<file path="src/rtl/ro_slave_responder.sv">
// ---------------------------------------------------------------------------
// ro_slave_responder
//
// Slave-side responder for one port of the read-only interconnect. It takes a
// held req/addr from the interconnect and issues one read to a synchronous
// SRAM/ROM with 1-cycle read latency. It then inserts WAIT_STATES idle cycles
// and returns the registered read data together with a one-cycle gnt pulse.
// Only one read is in flight at a time. If the interconnect drops req or
// changes addr (the arbiter switched master) before gnt, the access is
// abandoned and the request is re-evaluated from IDLE.
//
// Ports
//   clk                 system clock; all state changes on the rising edge
//   reset               synchronous, active-high
//   slave_data_req_i    read request, held until gnt
//   slave_data_addr_i   word address, valid while req=1
//   slave_data_rdata_o  read data (registered), valid in the gnt cycle
//   slave_data_gnt_o    one-cycle completion strobe
//   mem_en_o            SRAM read enable, one cycle per in-range access
//   mem_addr_o          SRAM address
//   mem_rdata_i         SRAM data, valid one cycle after mem_en_o
// ---------------------------------------------------------------------------
module ro_slave_responder #(
  parameter int unsigned DATA_WIDTH       = 32,
  parameter int unsigned SLAVE_ADDR_WIDTH = 10,
  parameter int unsigned MEM_DEPTH        = 1024,
  parameter int unsigned WAIT_STATES      = 0,
  parameter logic [DATA_WIDTH-1:0] ERR_DATA = 32'hDEADBEEF
) (
  input  logic                        clk,
  input  logic                        reset,
  input  logic                        slave_data_req_i,
  input  logic [SLAVE_ADDR_WIDTH-1:0] slave_data_addr_i,
  output logic [DATA_WIDTH-1:0]       slave_data_rdata_o,
  output logic                        slave_data_gnt_o,
  output logic                        mem_en_o,
  output logic [SLAVE_ADDR_WIDTH-1:0] mem_addr_o,
  input  logic [DATA_WIDTH-1:0]       mem_rdata_i
);

  typedef enum logic [1:0] {
    S_IDLE = 2'd0,
    S_READ = 2'd1,
    S_WAIT = 2'd2,
    S_RESP = 2'd3
  } state_e;

  state_e                      state_q, state_d;
  logic [SLAVE_ADDR_WIDTH-1:0] addr_q, addr_d;
  logic [SLAVE_ADDR_WIDTH-1:0] mem_addr_q, mem_addr_d;
  logic [DATA_WIDTH-1:0]       data_q, data_d;
  logic [3:0]                  cnt_q, cnt_d;
  logic                        err_q, err_d;

  logic in_range;
  logic keep;

  // Widened compare so MEM_DEPTH == 2**SLAVE_ADDR_WIDTH makes every address
  // in range without overflowing the address width.
  assign in_range = (64'(slave_data_addr_i) < 64'(MEM_DEPTH));

  // The access stays alive only while the same master keeps asking for the
  // same word; any change abandons it without a gnt.
  assign keep = slave_data_req_i && (slave_data_addr_i == addr_q);

  assign slave_data_rdata_o = data_q;

  // NOTE: every output and next-state signal gets a default before the case,
  // so no path through this block leaves a value unassigned (no latches).
  always_comb begin
    state_d          = state_q;
    addr_d           = addr_q;
    mem_addr_d       = mem_addr_q;
    data_d           = data_q;
    cnt_d            = cnt_q;
    err_d            = err_q;
    mem_en_o         = 1'b0;
    mem_addr_o       = mem_addr_q;
    slave_data_gnt_o = 1'b0;

    unique case (state_q)
      S_IDLE: begin
        if (slave_data_req_i) begin
          addr_d  = slave_data_addr_i;
          err_d   = !in_range;
          state_d = S_READ;
          // Out-of-range reads never touch the SRAM; they still take the
          // READ path so the response timing is identical.
          if (in_range) begin
            mem_en_o   = 1'b1;
            mem_addr_o = slave_data_addr_i;
            mem_addr_d = slave_data_addr_i;
          end
        end
      end

      S_READ: begin
        if (!keep) begin
          state_d = S_IDLE;
        end else begin
          data_d = err_q ? ERR_DATA : mem_rdata_i;
          if (WAIT_STATES == 0) begin
            state_d = S_RESP;
          end else begin
            cnt_d   = 4'(WAIT_STATES - 1);
            state_d = S_WAIT;
          end
        end
      end

      S_WAIT: begin
        if (!keep) begin
          state_d = S_IDLE;
        end else if (cnt_q == 4'd0) begin
          state_d = S_RESP;
        end else begin
          cnt_d = cnt_q - 4'd1;
        end
      end

      S_RESP: begin
        slave_data_gnt_o = keep;
        state_d          = S_IDLE;
      end

      default: state_d = S_IDLE;
    endcase

    // A reset cycle must not start an SRAM access or complete one.
    if (reset) begin
      mem_en_o         = 1'b0;
      mem_addr_o       = mem_addr_q;
      slave_data_gnt_o = 1'b0;
    end
  end

  // NOTE: sequential state uses non-blocking assignments so every flop
  // samples the values from before this edge.
  always_ff @(posedge clk) begin
    if (reset) begin
      state_q    <= S_IDLE;
      addr_q     <= '0;
      mem_addr_q <= '0;
      data_q     <= '0;
      cnt_q      <= '0;
      err_q      <= 1'b0;
    end else begin
      state_q    <= state_d;
      addr_q     <= addr_d;
      mem_addr_q <= mem_addr_d;
      data_q     <= data_d;
      cnt_q      <= cnt_d;
      err_q      <= err_d;
    end
  end

endmodule

</file>
<file path="config.mk">
export PLATFORM = sky130hd
export DESIGN_NAME = ro_slave_responder
export DESIGN_NICKNAME = d
export VERILOG_FILES = /design/src/rtl/ro_slave_responder.sv
export SDC_FILE = /design/constraint.sdc
export NUM_CORES = 1
export LEC_CHECK = 0
export BUFFER_PORTS_ARGS = -buffer_cell sky130_fd_sc_hd__buf_2
export CORE_MARGIN = 2
export CORE_UTILIZATION = 42
export CTS_BUF_LIST = sky130_fd_sc_hd__clkbuf_4
export CTS_CLUSTER_SIZE = 10
export DETAILED_ROUTE_END_ITERATION = 16
export GPL_TIMING_DRIVEN = 0
export PLACE_DENSITY = 0.79
export SLEW_MARGIN = 5
export SYNTH_ARGS = -nofsm -noshare
export SYNTH_HDL_FRONTEND = slang
export SYNTH_SLANG_ARGS = --single-unit
</file>
<file path="constraint.sdc">
create_clock -name clk -period 2.1 [get_ports clk]
set_input_delay 0.105 -clock clk [delete_from_list [all_inputs] [get_ports clk]]
set_output_delay 0.105 -clock clk [all_outputs]
set_load 0.01 [all_outputs]
</file>
# After elaboration in Yosys (flattened, before gate mapping)
# Index checks and enable logic that the tools add are counted.
dict set report op_classes {
  n_addsub 1
  n_eq_ne 6
  mux 13
  bitwise_logic 1
  n_reduce_logical 7
}
# operator count
set ops {}
lappend ops {{$mux 10} 3}
lappend ops {{$eq 10x10->1} 1}
lappend ops {{$mux 2} 4}
lappend ops {{$pmux 2 s4} 1}
lappend ops {{$reduce_and 2->1} 3}
lappend ops {{$mux 1} 5}
lappend ops {{$eq 2x2->1 const B} 2}
lappend ops {{$logic_not 4->1} 1}
lappend ops {{$sub 4x1->4 const B} 1}
lappend ops {{$ne 3x3->1 const B} 1}
lappend ops {{$reduce_and 3->1} 1}
lappend ops {{$eq 2x1->1 const B} 1}
lappend ops {{$logic_not 2->1} 1}
lappend ops {{$ne 2x2->1 const B} 1}
lappend ops {{$logic_and 1x1->1} 1}
lappend ops {{$not 1->1} 1}
dict set report totals {
  reg_bits 58
  elab_cells 33
}

# Longest topological paths before layout
dict set report logic_depth {
  depth_word 4
  ltp_mapped 8
  depth_no_buf 7
}

# Worst setup path after synthesis
# No wires, ideal clock.
dict set report synth_path {
  kind {reg2reg}
  startpoint {register addr_q[9]}
  endpoint {register cnt_q[3]}
  arrival_time_ns 1.656
  required_ns 2.030
  setup_slack_ns 0.374
  path_stages_with_launch 6
  path_buffers 0
  period_less_slack_ns 1.726
  path_cell_list {dfxtp_1 -> xnor2_2 -> nand4_2 -> or4_4 -> or3_1 -> a21oi_1}
}
dict set report synth_between {
  elab_chain_len 3
}
# item line
set synth_lines {}
lappend synth_lines {{start, declared} 49} ;# logic [SLAVE_ADDR_WIDTH-1:0] addr_q, addr_d;
lappend synth_lines {{start signal, assigned} 149} ;# addr_q <= addr_d;
lappend synth_lines {{$eq 10x10->1} 64} ;# assign keep = slave_data_req_i && (slave_data_addr_i == addr_q);
lappend synth_lines {{$logic_and 1x1->1} 64}
lappend synth_lines {{$reduce_and 3->1 (no source line)} --}
lappend synth_lines {{end signal, assigned} 152} ;# cnt_q <= cnt_d;
lappend synth_lines {{end, declared} 52} ;# logic [3:0] cnt_q, cnt_d;
# Every way passes these cells.
# A chain may end at the register's enable or synchronous reset.

# Worst setup path in the final report
dict set report layout_path {
  startpoint {register addr_q[9]}
  endpoint {output port slave_data_gnt_o}
}
dict set report layout_between {
  elab_chain_len 4
}
# item line
set layout_lines {}
lappend layout_lines {{$eq 10x10->1} 64}
lappend layout_lines {{$logic_and 1x1->1} 64}
lappend layout_lines {{$mux 1} 81} ;# unique case (state_q)
lappend layout_lines {{$mux 1} 130} ;# if (reset) begin
lappend layout_lines {{end, declared} 35} ;# output logic slave_data_gnt_o,
# Every way passes these cells.

==> flow_metrics.tcl <==
set metrics [dict create \
    status "completed" \
    synthSimpleGateAreaFrac_pct 21.3 \
    dp.cells 431 \
    gp_congestion 0.811 \
    grt_max_degree 11 \
    synth_top_family_by_area "simple AND/OR/NAND/NOR gates" \
    synthXorXnorAreaFrac_pct 4.57 \
    syn-mean-instance-area_um2 8.97 \
    switchingPower_mw 0.568 \
    n_antenna_cell 0 \
    wl_per_cell_um 12.7 \
    leakage_nw 1.60 \
    syn_area_mm2 0.00244 \
    layout.area.seq_mm2 0.00116 \
    yosysTopAreaCellShare_pct 47.6 \
    fin_skew_ns 0.0165 \
    worst_skew_pair.late_latency_ns 0.38 \
    clk_pin_slew_worst_paths_ns 0.10 \
    worstSetupStartpointType "flop" \
    setup_viol 0 \
    swShare_pct 27.0 \
    drt_first_pass_iters 4 \
    final_nets 453 \
    placed_area_mm2 0.00296 \
    final_cell_count_no_fill 480 \
    synth_fp_nets 322 \
    combPwrFrac_pct 14.4 \
    clock-sinks 58 \
    synth_mux_area_share_pct 13.1 \
    drv_slew 0 \
    p_int_mw 1.53 \
    p_total_mw 2.10 \
    ys_seq_elements 58 \
    finalHoldViolations 0 \
    hp-class "primary input to flop" \
    finalWirelength_mm 6.11 \
    tightest_slew_ns 0.612 \
    power_density_mw_per_mm2 607 \
    n_fill_cell 478 \
    multi_input_area_mm2 0.00124 \
    first_global_vias 2344 \
    avgViaCountPerCell 4.81 \
    drv_cap 0 \
    synthTopCellsByArea "dfxtp_1 (48%), mux2i_1 (13%), nor2_1 (8.3%)" \
    ys_types 30 \
    ant_nets 0 \
    critPathKind "flop to output port" \
    ios 89 \
    setup_ws_ns 0.106 \
    rows 27 \
    cts-buffers-inserted 9 \
    dieArea_mm2 0.00643 \
    p_seq_share_pct 54.5 \
    synth_compound_area_share_pct 6.72 \
    cp-end-kind "output port" \
    grt_pass1_wl_mm 10.2 \
    cp_max_fo 4 \
    cts_htree_levels 3 \
    ys_seq_area_share_pct 47.6 \
    peakVddDrop_v 0.000326 \
    synthAdderAreaFrac_pct 2.57 \
    period_minus_slack_ns 1.99 \
    dp_hpwl_mm 3.94 \
    portBuffers 87 \
    cp.arrival_ns 1.89 \
    cts_buffer_depth 2 \
    tritoncts "done" \
    syn-instance-count 272 \
    grtUsageTotal_pct 20.1 \
    syn_to_final_growth_pct 42.0 \
    antenna_found_initial 0 \
    root_buffer "clkbuf_4" \
    vias 2308 \
    yosys.area.top_type "dfxtp_1" \
    cp.required_ns 2.00 \
    fin_crit_sh_pct 94.9 \
    yosys_warnings 0 \
    die_x_um 80.2 \
    postLayoutCellArea_mm2 0.00346 \
    start_util_pct 43.7 \
    drt_iter0_markers 65 \
    drc 0 \
    drive_gt1_share_pct 29.9 \
    slew_headroom_pct 58.8 \
    dieHeight_um 80.2 \
    fmax_ghz 0.502 \
    p_clk_share_pct 31.1 \
    grt_overflow 0 \
    core_mm2 0.00557 \
    place_ws_ns 0.198 \
]
-- flip-flops by register name, indices dropped and copies added (netlist names) --
register            cells
state_q                 2
addr_q                 10
mem_addr_q             10
slave_data_rdata_o     32
cnt_q                   4
-- what timing repair did --
action                     4_1_cts  5_1_grt
setup buffers                    1        0
pin swaps                        1        5
setup endpoints to repair       12       11
resized for setup                5       11
hold endpoints to repair        32        0
cloned                           0        0
hold buffers                    32        0
-- worst max-delay path, stage by stage, from the launching register on --
cell and delay, ns:
dfxtp_1 0.34, xnor2_2 0.21, nand4_4 0.15, or3_4 0.45
nor3b_4 0.20, buf_2 0.15
-- stage by stage --
step | utilization (%) | setup TNS (ns) | hold slack (ns)
after floorplan | - | 0 | 0.252
after global placement | 53.2 | 0 | 0.339
after detailed placement | 53.2 | 0 | 0.349
after CTS | 61.2 | 0 | 0.119
after global routing | 62.1 | -0.0180 | 0.147
final | 62.1 | 0 | 0.136
-- placed cells by master (no fill, tap or decap), drive strengths merged, types with 3 or more instances in the layout --
cell type    Yosys  final
dlygate4sd3      0     32
clkinv           0      5
and3            10     10
nand2           31     31
or3              4      4
inv              7      7
nor4             3      3
ha               5      5
clkbuf          12     21
buf              4     94
o21ai            3      3
a21oi           23     23
xnor2           11     11
dfxtp           58     58
mux2i           32     32
nor2            54     54
-- cells in the mapped netlist --
library cell and n:
inv_1 7, o211a_1 1, nor2_1 54, o31ai_1 1
or3_1 4, a21oi_1 23, mux2i_1 32, or2_2 2
nor4_1 2, nor3_1 1, nor4_4 1, o21ai_0 3
buf_2 1, nand2b_1 1, xnor2_2 2, nand4b_1 1
xnor2_1 9, nand2_1 31, ha_1 5, and3_1 10
nor3b_1 1, a211oi_1 1, nand4_2 1, or4_4 1
dfxtp_1 58, a21o_2 1, nand3_1 2, buf_4 3
nand4_1 1, clkbuf_1 12
-- worst paths after layout --
kind	start	slack, ns	cells after the start	to
setup reg to reg	addr_q[2]	0.18	6	cnt_q[3]
setup / recovery	addr_q[9]	0.11	5	slave_data_gnt_o
hold / removal	slave_data_addr_i[5]	0.14	4	mem_addr_q[5]
hold reg to reg	slave_data_rdata_o[7]	0.49	2	slave_data_rdata_o[7]
-- layer usage --
| metal | track usage (%) | vias to the layer above | routed length (um) |
|---|---|---|---|
| met3 | 4.16 | 14 | 217 |
| met1 | 23.5 | 1058 | 2570 |
| li1 | - | 1170 | - |
| met2 | 35.1 | 66 | 3190 |
| met4 | 9.15 | 0 | 132 |
| met5 | 0 | - | 0 |
-- cell families after synthesis --
| family | Yosys count |
|---|---|
| AND/OR/NAND/NOR | 113 |
| flip-flops | 58 |
| multiplexers | 32 |
| AO/OA/AOI/OAI | 30 |
| buffers and inverters | 23 |
| XOR/XNOR | 11 |
| adder cells (fa/ha/maj) | 5 |
-- cell type report --
class	count	share of cell area, %
clock buffer	11	2.38
buffer	16	2.35
tap	72	2.60
timing repair buffer	120	22.0
multi-input combinational	191	35.7
sequential	58	33.6
inverter	7	0.759
clock inverter	5	0.614
-- power groups by stage --
stage | combinational (mW) | sequential [mW] | clock (mW)
CTS | 0.289 | 1.14 | 0.667
finish | 0.302 | 1.15 | 0.655
floorplan | 0.143 | 1.17 | 0
global route | 0.338 | 1.15 | 0.716
detailed placement | 0.237 | 1.17 | 0
global placement | 0.232 | 1.17 | 0
No activity file was read; power rests on OpenSTA's default activity.
